[config.mk]
export PLATFORM = sky130hd
export DESIGN_NAME = uart_loopback_fifo_flat
export DESIGN_NICKNAME = d
export VERILOG_FILES = /design/src/rtl/uart_loopback_fifo_if.sv /design/src/rtl/uart_loopback_fifo.sv /design/src/flat_wrapper.sv
export SDC_FILE = /design/constraint.sdc
export NUM_CORES = 1
export LEC_CHECK = 0
export ABC_CLOCK_PERIOD_IN_PS = 2700
export BUFFER_PORTS_ARGS = -buffer_cell sky130_fd_sc_hd__buf_2
export CORE_UTILIZATION = 63
export CTS_BUF_LIST = sky130_fd_sc_hd__clkbuf_4 sky130_fd_sc_hd__clkbuf_8
export DETAILED_ROUTE_END_ITERATION = 16
export HOLD_SLACK_MARGIN = 0.02
export PLACE_DENSITY = 0.81
export SLEW_MARGIN = 20
export SYNTH_ARGS = -nofsm -noshare
export SYNTH_HDL_FRONTEND = slang
export SYNTH_SLANG_ARGS = --single-unit
[constraint.sdc]
create_clock -name i_clk -period 2.7 [get_ports i_clk]
set_clock_uncertainty 0.15 [all_clocks]
set_input_delay 0.27 -clock i_clk [delete_from_list [all_inputs] [get_ports i_clk]]
set_output_delay 0.27 -clock i_clk [all_outputs]
set_load 0.005 [all_outputs]
[src/rtl/uart_loopback_fifo_if.sv]
// Byte stream bundle between uart_driver and the loopback FIFO.
//   rx_data/rx_valid : received byte, 1-cycle strobe (driver -> FIFO)
//   tx_data/tx_valid : byte to transmit, valid/ready handshake (FIFO -> driver)
//   tx_ready         : driver can accept a TX byte (driver -> FIFO)
// master = uart_driver side, slave = loopback FIFO side.
interface uart_loopback_fifo_if #(
    parameter int unsigned P_DATA_WIDTH = 8
);
    logic [P_DATA_WIDTH-1:0] rx_data;
    logic                    rx_valid;
    logic [P_DATA_WIDTH-1:0] tx_data;
    logic                    tx_valid;
    logic                    tx_ready;

    modport master (
        output rx_data, rx_valid, tx_ready,
        input  tx_data, tx_valid
    );

    modport slave (
        input  rx_data, rx_valid, tx_ready,
        output tx_data, tx_valid
    );
endinterface

[src/rtl/uart_loopback_fifo.sv]
// Buffered UART echo: every received byte is queued and replayed in order
// to the TX user port under a valid/ready handshake.
// Ports:
//   i_clk          system clock
//   i_rst          asynchronous reset, active-low
//   bus            rx byte strobe in, tx valid/ready out (slave modport)
//   o_fifo_count   entries stored, excluding the byte being offered on TX
//   o_fifo_empty   o_fifo_count == 0
//   o_fifo_full    o_fifo_count == P_FIFO_DEPTH
//   o_overflow     sticky flag: a received byte was dropped
//   i_overflow_clr 1-cycle pulse clearing o_overflow
module uart_loopback_fifo #(
    parameter int unsigned P_DATA_WIDTH = 8,
    parameter int unsigned P_FIFO_DEPTH = 16
) (
    input  logic                              i_clk,
    input  logic                              i_rst,
    uart_loopback_fifo_if.slave               bus,
    output logic [$clog2(P_FIFO_DEPTH):0]     o_fifo_count,
    output logic                              o_fifo_empty,
    output logic                              o_fifo_full,
    output logic                              o_overflow,
    input  logic                              i_overflow_clr
);
    localparam int unsigned L_DW = P_DATA_WIDTH;
    localparam int unsigned L_AW = $clog2(P_FIFO_DEPTH);
    localparam int unsigned L_CW = L_AW + 1;

    typedef enum logic [1:0] {
        ST_IDLE,
        ST_LOAD,
        ST_SEND
    } state_e;

    state_e            state_q;
    logic [L_DW-1:0]   mem_q [P_FIFO_DEPTH];
    logic [L_AW-1:0]   wr_ptr_q;
    logic [L_AW-1:0]   rd_ptr_q;
    logic [L_CW-1:0]   count_q;
    logic [L_CW-1:0]   count_d;
    logic [L_DW-1:0]   rd_data_q;
    logic [L_DW-1:0]   tx_data_q;
    logic              tx_valid_q;
    logic              empty_q;
    logic              full_q;
    logic              overflow_q;

    logic              has_data_c;
    logic              is_full_c;
    logic              rd_en_c;
    logic              wr_en_c;
    logic              ovf_set_c;

    // Read/write enables and next fill level.
    always_comb begin
        has_data_c = (count_q != '0);
        is_full_c  = (count_q == L_CW'(P_FIFO_DEPTH));
        rd_en_c    = has_data_c &&
                     ((state_q == ST_IDLE) || ((state_q == ST_SEND) && bus.tx_ready));
        // A full FIFO still accepts a byte when a slot frees on the same edge.
        wr_en_c    = bus.rx_valid && (!is_full_c || rd_en_c);
        ovf_set_c  = bus.rx_valid && !wr_en_c;
        count_d    = count_q;
        if (wr_en_c && !rd_en_c) begin
            count_d = count_q + L_CW'(1);
        end else if (rd_en_c && !wr_en_c) begin
            count_d = count_q - L_CW'(1);
        end
    end

    // Storage array, no reset needed.
    always_ff @(posedge i_clk) begin
        if (wr_en_c) begin
            mem_q[wr_ptr_q] <= bus.rx_data;
        end
    end

    // Pointers, level, flags. The read byte is captured at the read edge so a
    // same-edge write into the freed slot cannot corrupt it.
    always_ff @(posedge i_clk or negedge i_rst) begin
        if (!i_rst) begin
            wr_ptr_q   <= '0;
            rd_ptr_q   <= '0;
            count_q    <= '0;
            rd_data_q  <= '0;
            empty_q    <= 1'b1;
            full_q     <= 1'b0;
            overflow_q <= 1'b0;
        end else begin
            if (wr_en_c) begin
                wr_ptr_q <= wr_ptr_q + L_AW'(1);
            end
            if (rd_en_c) begin
                rd_ptr_q  <= rd_ptr_q + L_AW'(1);
                rd_data_q <= mem_q[rd_ptr_q];
            end
            count_q <= count_d;
            empty_q <= (count_d == '0);
            full_q  <= (count_d == L_CW'(P_FIFO_DEPTH));
            // Set takes priority over clear.
            if (ovf_set_c) begin
                overflow_q <= 1'b1;
            end else if (i_overflow_clr) begin
                overflow_q <= 1'b0;
            end
        end
    end

    // TX FSM: IDLE -> LOAD -> SEND, back to LOAD on transfer if more data.
    always_ff @(posedge i_clk or negedge i_rst) begin
        if (!i_rst) begin
            state_q    <= ST_IDLE;
            tx_data_q  <= '0;
            tx_valid_q <= 1'b0;
        end else begin
            case (state_q)
                ST_IDLE: begin
                    if (has_data_c) begin
                        state_q <= ST_LOAD;
                    end
                end
                ST_LOAD: begin
                    tx_data_q  <= rd_data_q;
                    tx_valid_q <= 1'b1;
                    state_q    <= ST_SEND;
                end
                ST_SEND: begin
                    if (bus.tx_ready) begin
                        tx_valid_q <= 1'b0;
                        state_q    <= has_data_c ? ST_LOAD : ST_IDLE;
                    end
                end
                default: begin
                    state_q    <= ST_IDLE;
                    tx_valid_q <= 1'b0;
                end
            endcase
        end
    end

    assign bus.tx_data    = tx_data_q;
    assign bus.tx_valid   = tx_valid_q;
    assign o_fifo_count   = count_q;
    assign o_fifo_empty   = empty_q;
    assign o_fifo_full    = full_q;
    assign o_overflow     = overflow_q;
endmodule

[src/flat_wrapper.sv]
// flat-port wrapper written by rule: the top's interface ports become plain ports
module uart_loopback_fifo_flat 
#(
    parameter int unsigned P_DATA_WIDTH = 8,
    parameter int unsigned P_FIFO_DEPTH = 16
)
  (i_clk, i_rst, o_fifo_count, o_fifo_empty, o_fifo_full, o_overflow, i_overflow_clr, bus_rx_data, bus_rx_valid, bus_tx_ready, bus_tx_data, bus_tx_valid);
  uart_loopback_fifo_if #(.P_DATA_WIDTH(P_DATA_WIDTH)) bus_i ();
  input  logic i_clk;
  input  logic i_rst;
  output logic [$clog2(P_FIFO_DEPTH):0] o_fifo_count;
  output logic o_fifo_empty;
  output logic o_fifo_full;
  output logic o_overflow;
  input  logic i_overflow_clr;
  input wire logic [$bits(bus_i.rx_data)-1:0] bus_rx_data;
  input wire logic [$bits(bus_i.rx_valid)-1:0] bus_rx_valid;
  input wire logic [$bits(bus_i.tx_ready)-1:0] bus_tx_ready;
  output wire logic [$bits(bus_i.tx_data)-1:0] bus_tx_data;
  output wire logic [$bits(bus_i.tx_valid)-1:0] bus_tx_valid;
  assign bus_i.rx_data = bus_rx_data;
  assign bus_i.rx_valid = bus_rx_valid;
  assign bus_i.tx_ready = bus_tx_ready;
  assign bus_tx_data = bus_i.tx_data;
  assign bus_tx_valid = bus_i.tx_valid;
  uart_loopback_fifo #(.P_DATA_WIDTH(P_DATA_WIDTH), .P_FIFO_DEPTH(P_FIFO_DEPTH)) u_core (.i_clk(i_clk), .i_rst(i_rst), .bus(bus_i), .o_fifo_count(o_fifo_count), .o_fifo_empty(o_fifo_empty), .o_fifo_full(o_fifo_full), .o_overflow(o_overflow), .i_overflow_clr(i_overflow_clr));
endmodule
; After elaboration in Yosys (flattened, before gate mapping)
; Memories as Yosys holds them, arrays and structs flattened. A register that Yosys moved wholly into a read port is not among the register bits.
; Index checks and enable logic that the tools add are counted.
[totals]
word_cells = 51
input_bits = 13
ram_bits = 128
output_inout_bits = 17
mem_count = 1
register_bits = 27
[memory_table]
columns = name, words, width, rd, rd_ports_with_merged_regs, write_ports, line
row1 = u_core.mem_q, 16, 8, 1, 1, 1, uart_loopback_fifo.sv:36  ; logic [L_DW-1:0] mem_q [P_FIFO_DEPTH];
[op_classes]
n_eq_ne = 6
mux = 12
reduce_logical = 18
n_addsub = 4
bitwise_logic = 1
[ops]
columns = op, count
row1 = "5-bit == test, second input constant", 2
row2 = 5-bit 2-to-1 mux, 2
row3 = "4-bit by 1-bit adder with 4-bit output, second input constant", 2
row4 = 1-bit logical AND, 6
row5 = 1-bit 2-to-1 mux, 6
row6 = 2-bit one-hot mux with 3 select lines, 1
row7 = "5-bit by 1-bit adder with 5-bit output, second input constant", 1
row8 = 5-bit zero test, 1
row9 = 5-bit nonzero test, 1
row10 = "5-bit by 1-bit subtractor with 5-bit output, second input constant", 1
row11 = 1-bit zero test, 4
row12 = 2-bit 2-to-1 mux, 2
row13 = 2-bit AND reduction, 2
row14 = 1-bit one-hot mux with 3 select lines, 1
row15 = "2-bit by 1-bit == test with 1-bit output, second input constant", 1
row16 = "2-bit == test, second input constant", 1
row17 = 2-bit zero test, 1
row18 = 1-bit logical OR, 2
row19 = "2-bit by 1-bit inequality test with 1-bit output, second input constant", 1
row20 = "2-bit inequality test, second input constant", 1
row21 = 2-bit nonzero test, 1
row22 = 1-bit inverter, 1

; Logic depth before layout (Yosys ltp)
[logic_depth]
ltp_word = 11
depth_mapped = 9

; Worst setup path before layout
; OpenSTA, ideal clock, no wires.
[synth_timing]
path_type = register to register
start = reg u_core.count_q[1], in the netlist u_core.o_fifo_count[1]
end = mem u_core.mem_q[1][0] in the netlist's numbering (enable)
arrival_ns = 1.882
setup_slack_ns = 0.273
synth_period_minus_slack_ns = 2.427
path_buffers = 0
stages_incl_launch_ff = 6
setup_time_ns = 0.395
cell_sequence = dfrtp_1 > inv_1 > ha_1 > nand4bb_1 > o21ai_1 > nor4_1
[synth_via]
elab_chain_cells = 6
[synth_lines]
columns = element, line
row1 = start: declaration, uart_loopback_fifo.sv:39  ; logic [L_CW-1:0] count_q;
row2 = start signal: assignment, uart_loopback_fifo.sv:97  ; count_q <= count_d;
row3 = 5-bit == test or 5-bit nonzero test (tied branches), "uart_loopback_fifo.sv:57, uart_loopback_fifo.sv:56"
row4 = 1-bit zero test or 1-bit logical AND (tied branches), "uart_loopback_fifo.sv:61, uart_loopback_fifo.sv:58"
row5 = 1-bit logical OR *, uart_loopback_fifo.sv:61  ; wr_en_c = bus.rx_valid && (!is_full_c || rd_en_c);
row6 = 1-bit logical AND *, uart_loopback_fifo.sv:61
row7 = 1-bit 2-to-1 mux *, uart_loopback_fifo.sv:73  ; if (wr_en_c) begin
row8 = 1-bit 2-to-1 mux (not written as such) *, uart_loopback_fifo.sv:74  ; mem_q[wr_ptr_q] <= bus.rx_data;
row9 = end: declaration, uart_loopback_fifo.sv:36
; Mark *: on every way between the ends. The rest lies on a longest branch, timed or not.

; Worst setup path after layout
[layout_timing]
start = reg u_core.count_q[1], in the netlist u_core.o_fifo_count[1]
end = reg u_core.rd_data_q[4], read port of u_core.mem_q
[layout_via]
elab_chain_cells = 2
[layout_lines]
columns = element, line
row1 = 5-bit nonzero test, uart_loopback_fifo.sv:56  ; has_data_c = (count_q != '0);
row2 = 1-bit logical AND, uart_loopback_fifo.sv:58  ; rd_en_c = has_data_c &&
row3 = end: declaration, uart_loopback_fifo.sv:41  ; logic [L_DW-1:0] rd_data_q;
; Every way passes these cells.
; A chain may end at the register's enable or synchronous reset.

==> reports/qor.txt <==
pwr dens - 1040 nW/um2
Hold WC Path Type - in2reg
vias in the first global route - 3630
top cells by area, synth - edfxtp_1 (57%), dfrtp_1 (13%), mux4_2 (11%)
crit path kind - reg2reg
arrival time at the worst endpoint - 2.68 ns
Startpoint Class - flip-flop
Tot GR Track Use - 25.4%
Compound-Gate Fraction of Synth Area - 4.43%
Placed Cells - 533
Final nets - 439
top-count cell post-synth - edfxtp_1
post-synthesis mux area share - 14.8%
Max-Cap Viols - 0
first-pass GRT wire length - 20100 um
setup_tns - 0 ns
number of flops mapped to enable cells by yosys - 128
status - finished clean
CP max stage delay - 0.48 ns
Synth Cell Area - 6690 um2
Rel. slew slack - 49.9%
routed vias/inst - 6.30
largest net degree at the start of global routing - 36
full die area - 11000 um2
post-route minimum period - 2.49 ns
clk slew on worst S/H paths - 0.10 ns
DRC violations left - 0
CTS Buffer Depth - 2
#FFs+latches synth - 163
RSZ-0062 raised after global routing - no
sequential cell area fraction in the yosys report - 70.5%
post-synth top area share - 57.4%
starting density of the core - 64.8%
Die W - 105 um
CTS Buf Count - 17
Starting DRT DRC Count - 327
Slew @ Worst Pin - 0.752 ns
endpoints failing setup - 0
clock net sink count - 163
multi-input gate area in the final layout - 1830 um2
register area - 4720 um2
CP required - 2.89 ns
initial antenna violation count - 0
HPWL after DPL - 8390 um
post-synth cell types - 52
Max Slew Vio Count - 0
Non-Filler Instances - 568
share of cells above drive strength 1 - 29.4%
cell taking the most area after synthesis - edfxtp_1
WL final - 12600 um
root buf cell - clkbuf_8
Port Buf Inserts - 29
post-route antenna net violation count - 0
fraction of registers with async set/reset - 21.5%
Worst setup EP type - flip-flop
Synth top cells by count - edfxtp_1 (128), dfrtp_1 (34), mux4_2 (32)
slowest CP cell - or4b_1
Fill cells - 595
Synth Area in Simple Gates - 5.68%
syn avg cell area - 18.1 um2
Post CTS Setup Buffer Count - 0
Core Region - 10300 um2
GR Overflow Total - 0
via count - 3580
area grow syn2layout - 12.0%
Adder-Cell Fraction of Synth Area - 1.31%
Final period util - 92.4%
Most used DFF post-synth - edfxtp_1
Synth Area in XOR/XNOR - 1.05%
Leakage - 0.00272 uW
fmax - 401 MHz
syn nets - 389
I/O Pins - 30
drt pass-1 iters - 5
clock latency on the worst-skew pair - 0.43 ns
# diodes - 0
Rows - 37
Die H - 105 um
CP cell instances - inv_1 -> ha_1 -> or4b_1 -> nand3_2 -> inv_2 -> nand2_1 -> o22ai_1 -> a21o_1
Hold Violations, Final - 0
critical path peak fanout - 12
H-Tree Depth - 4
largest family of logic cells by synthesized area - multiplexers
CTS tree - done
wire length per cell - 22.2 um
Final GP Congestion - 0.890
Mapped Cells - 369
yosys warns - 0
worst vdd ir - 0.000587 V
## metrics by stage
step / setup slack, ns / instance area [um2] / total power (uW) / util, % / hold WS (ns)
after floorplan: 0.273 / 6690 / 5350 / - / -0.176
after global placement: 0.294 / 7080 / 6070 / 68.6 / 0.228
after detailed placement: 0.152 / 7080 / 6180 / 68.6 / 0.235
after CTS: 0.119 / 7490 / 7860 / 72.5 / 0.0621
after global routing: 0.0288 / 7500 / 8240 / 72.6 / 0.0478
final: 0.206 / 7500 / 7830 / 72.6 / 0.0839
## final timing paths
path,slack [ns],to,startpoint,depth (start not counted)
worst max-delay path,0.21,u_core.rd_data_q[4],u_core.o_fifo_count[1],8
worst min-delay path,0.08,u_core.mem_q[1][1],bus_rx_data[1],1
worst max register to register,0.21,u_core.rd_data_q[4],u_core.o_fifo_count[1],8
worst min register to register,0.33,u_core.bus.tx_valid,u_core.bus.tx_valid,1
max in group asynchronous,1.59,u_core.rd_ptr_q[0],i_rst,2
min in group asynchronous,0.28,u_core.o_fifo_count[0],i_rst,2
## repair_timing
action / CTS / global route
endpoints found under the setup margin: 0 / 33
resized for setup: 0 / 2
endpoints found under the hold margin: 36 / 0
hold buffers: 3 / 0
## logic make-up after synthesis
family                     after synthesis
AOI/OAI and AO/OA                       40
xor gates and xnor gates                 8
adders and majority gates                7
buffers and inverters                   32
DFF                                    163
muxes                                   58
and+or+nand+nor                         61
## placed cells by master, fill, tap and decap left out, types with 3 or more instances in the layout
master           n
buf_4           18
ha_1             7
dlygate4sd3_1    3
dfrtp_1         33
nand2_1         13
clkbuf_8        17
o21ai_1          3
mux4_2          32
buf_2           29
inv_6            5
and2_1           4
nor4_1           6
mux2i_1         18
mux2_1           8
inv_4            3
edfxtp_1       128
o22ai_1          8
inv_1           10
xnor2_1          8
nor2_1          13
o21ai_0          4
nand3_1          5
a21o_1           8
## layout make-up
type	count	share of cell area, %
sequential	163	63.0
timing repair buffer	52	4.67
tap	136	2.27
clock buffer	18	3.22
clock inverter	14	1.84
multi-input combinational	174	24.5
inverter	11	0.551
## routing by layer
layer  vias to the layer above  wire length (um)  global-route usage, %
met5                         -                 0                      0
met3                        17              1090                   6.80
met4                         0               223                   8.25
met2                       197              6080                   39.5
li1                       1557                 -                      -
met1                      1809              5220                   35.8
## sequential cells by signal (all words and copies together) (netlist names)
signal	flops
u_core.o_overflow	1
u_core.bus.tx_data	8
u_core.rd_data_q	8
u_core.o_fifo_count	5
u_core.o_fifo_empty	1
u_core.wr_ptr_q	4
u_core.o_fifo_full	1
u_core.bus.tx_valid	1
u_core.state_q	2
u_core.rd_ptr_q	4
u_core.mem_q	128
## critical path: cells and delay by family (launching register included)
kind / cells / cell delay (ns)
and+or+nand+nor: 3 / 0.96
DFF: 1 / 0.47
AOI/OAI and AO/OA: 2 / 0.30
adders and majority gates: 1 / 0.28
buffers and inverters: 2 / 0.23
## power breakdown
| part | total [uW] | internal [uW] | leakage (uW) | switching, uW |
|---|---|---|---|---|
| combinational | 2720 | 1270 | 0.000938 | 1450 |
| sequential | 3410 | 3150 | 0.00158 | 262 |
| clock | 1690 | 769 | 0.000201 | 923 |
| total | 7830 | 5190 | 0.00272 | 2630 |
No activity file was read; power rests on OpenSTA's default activity.
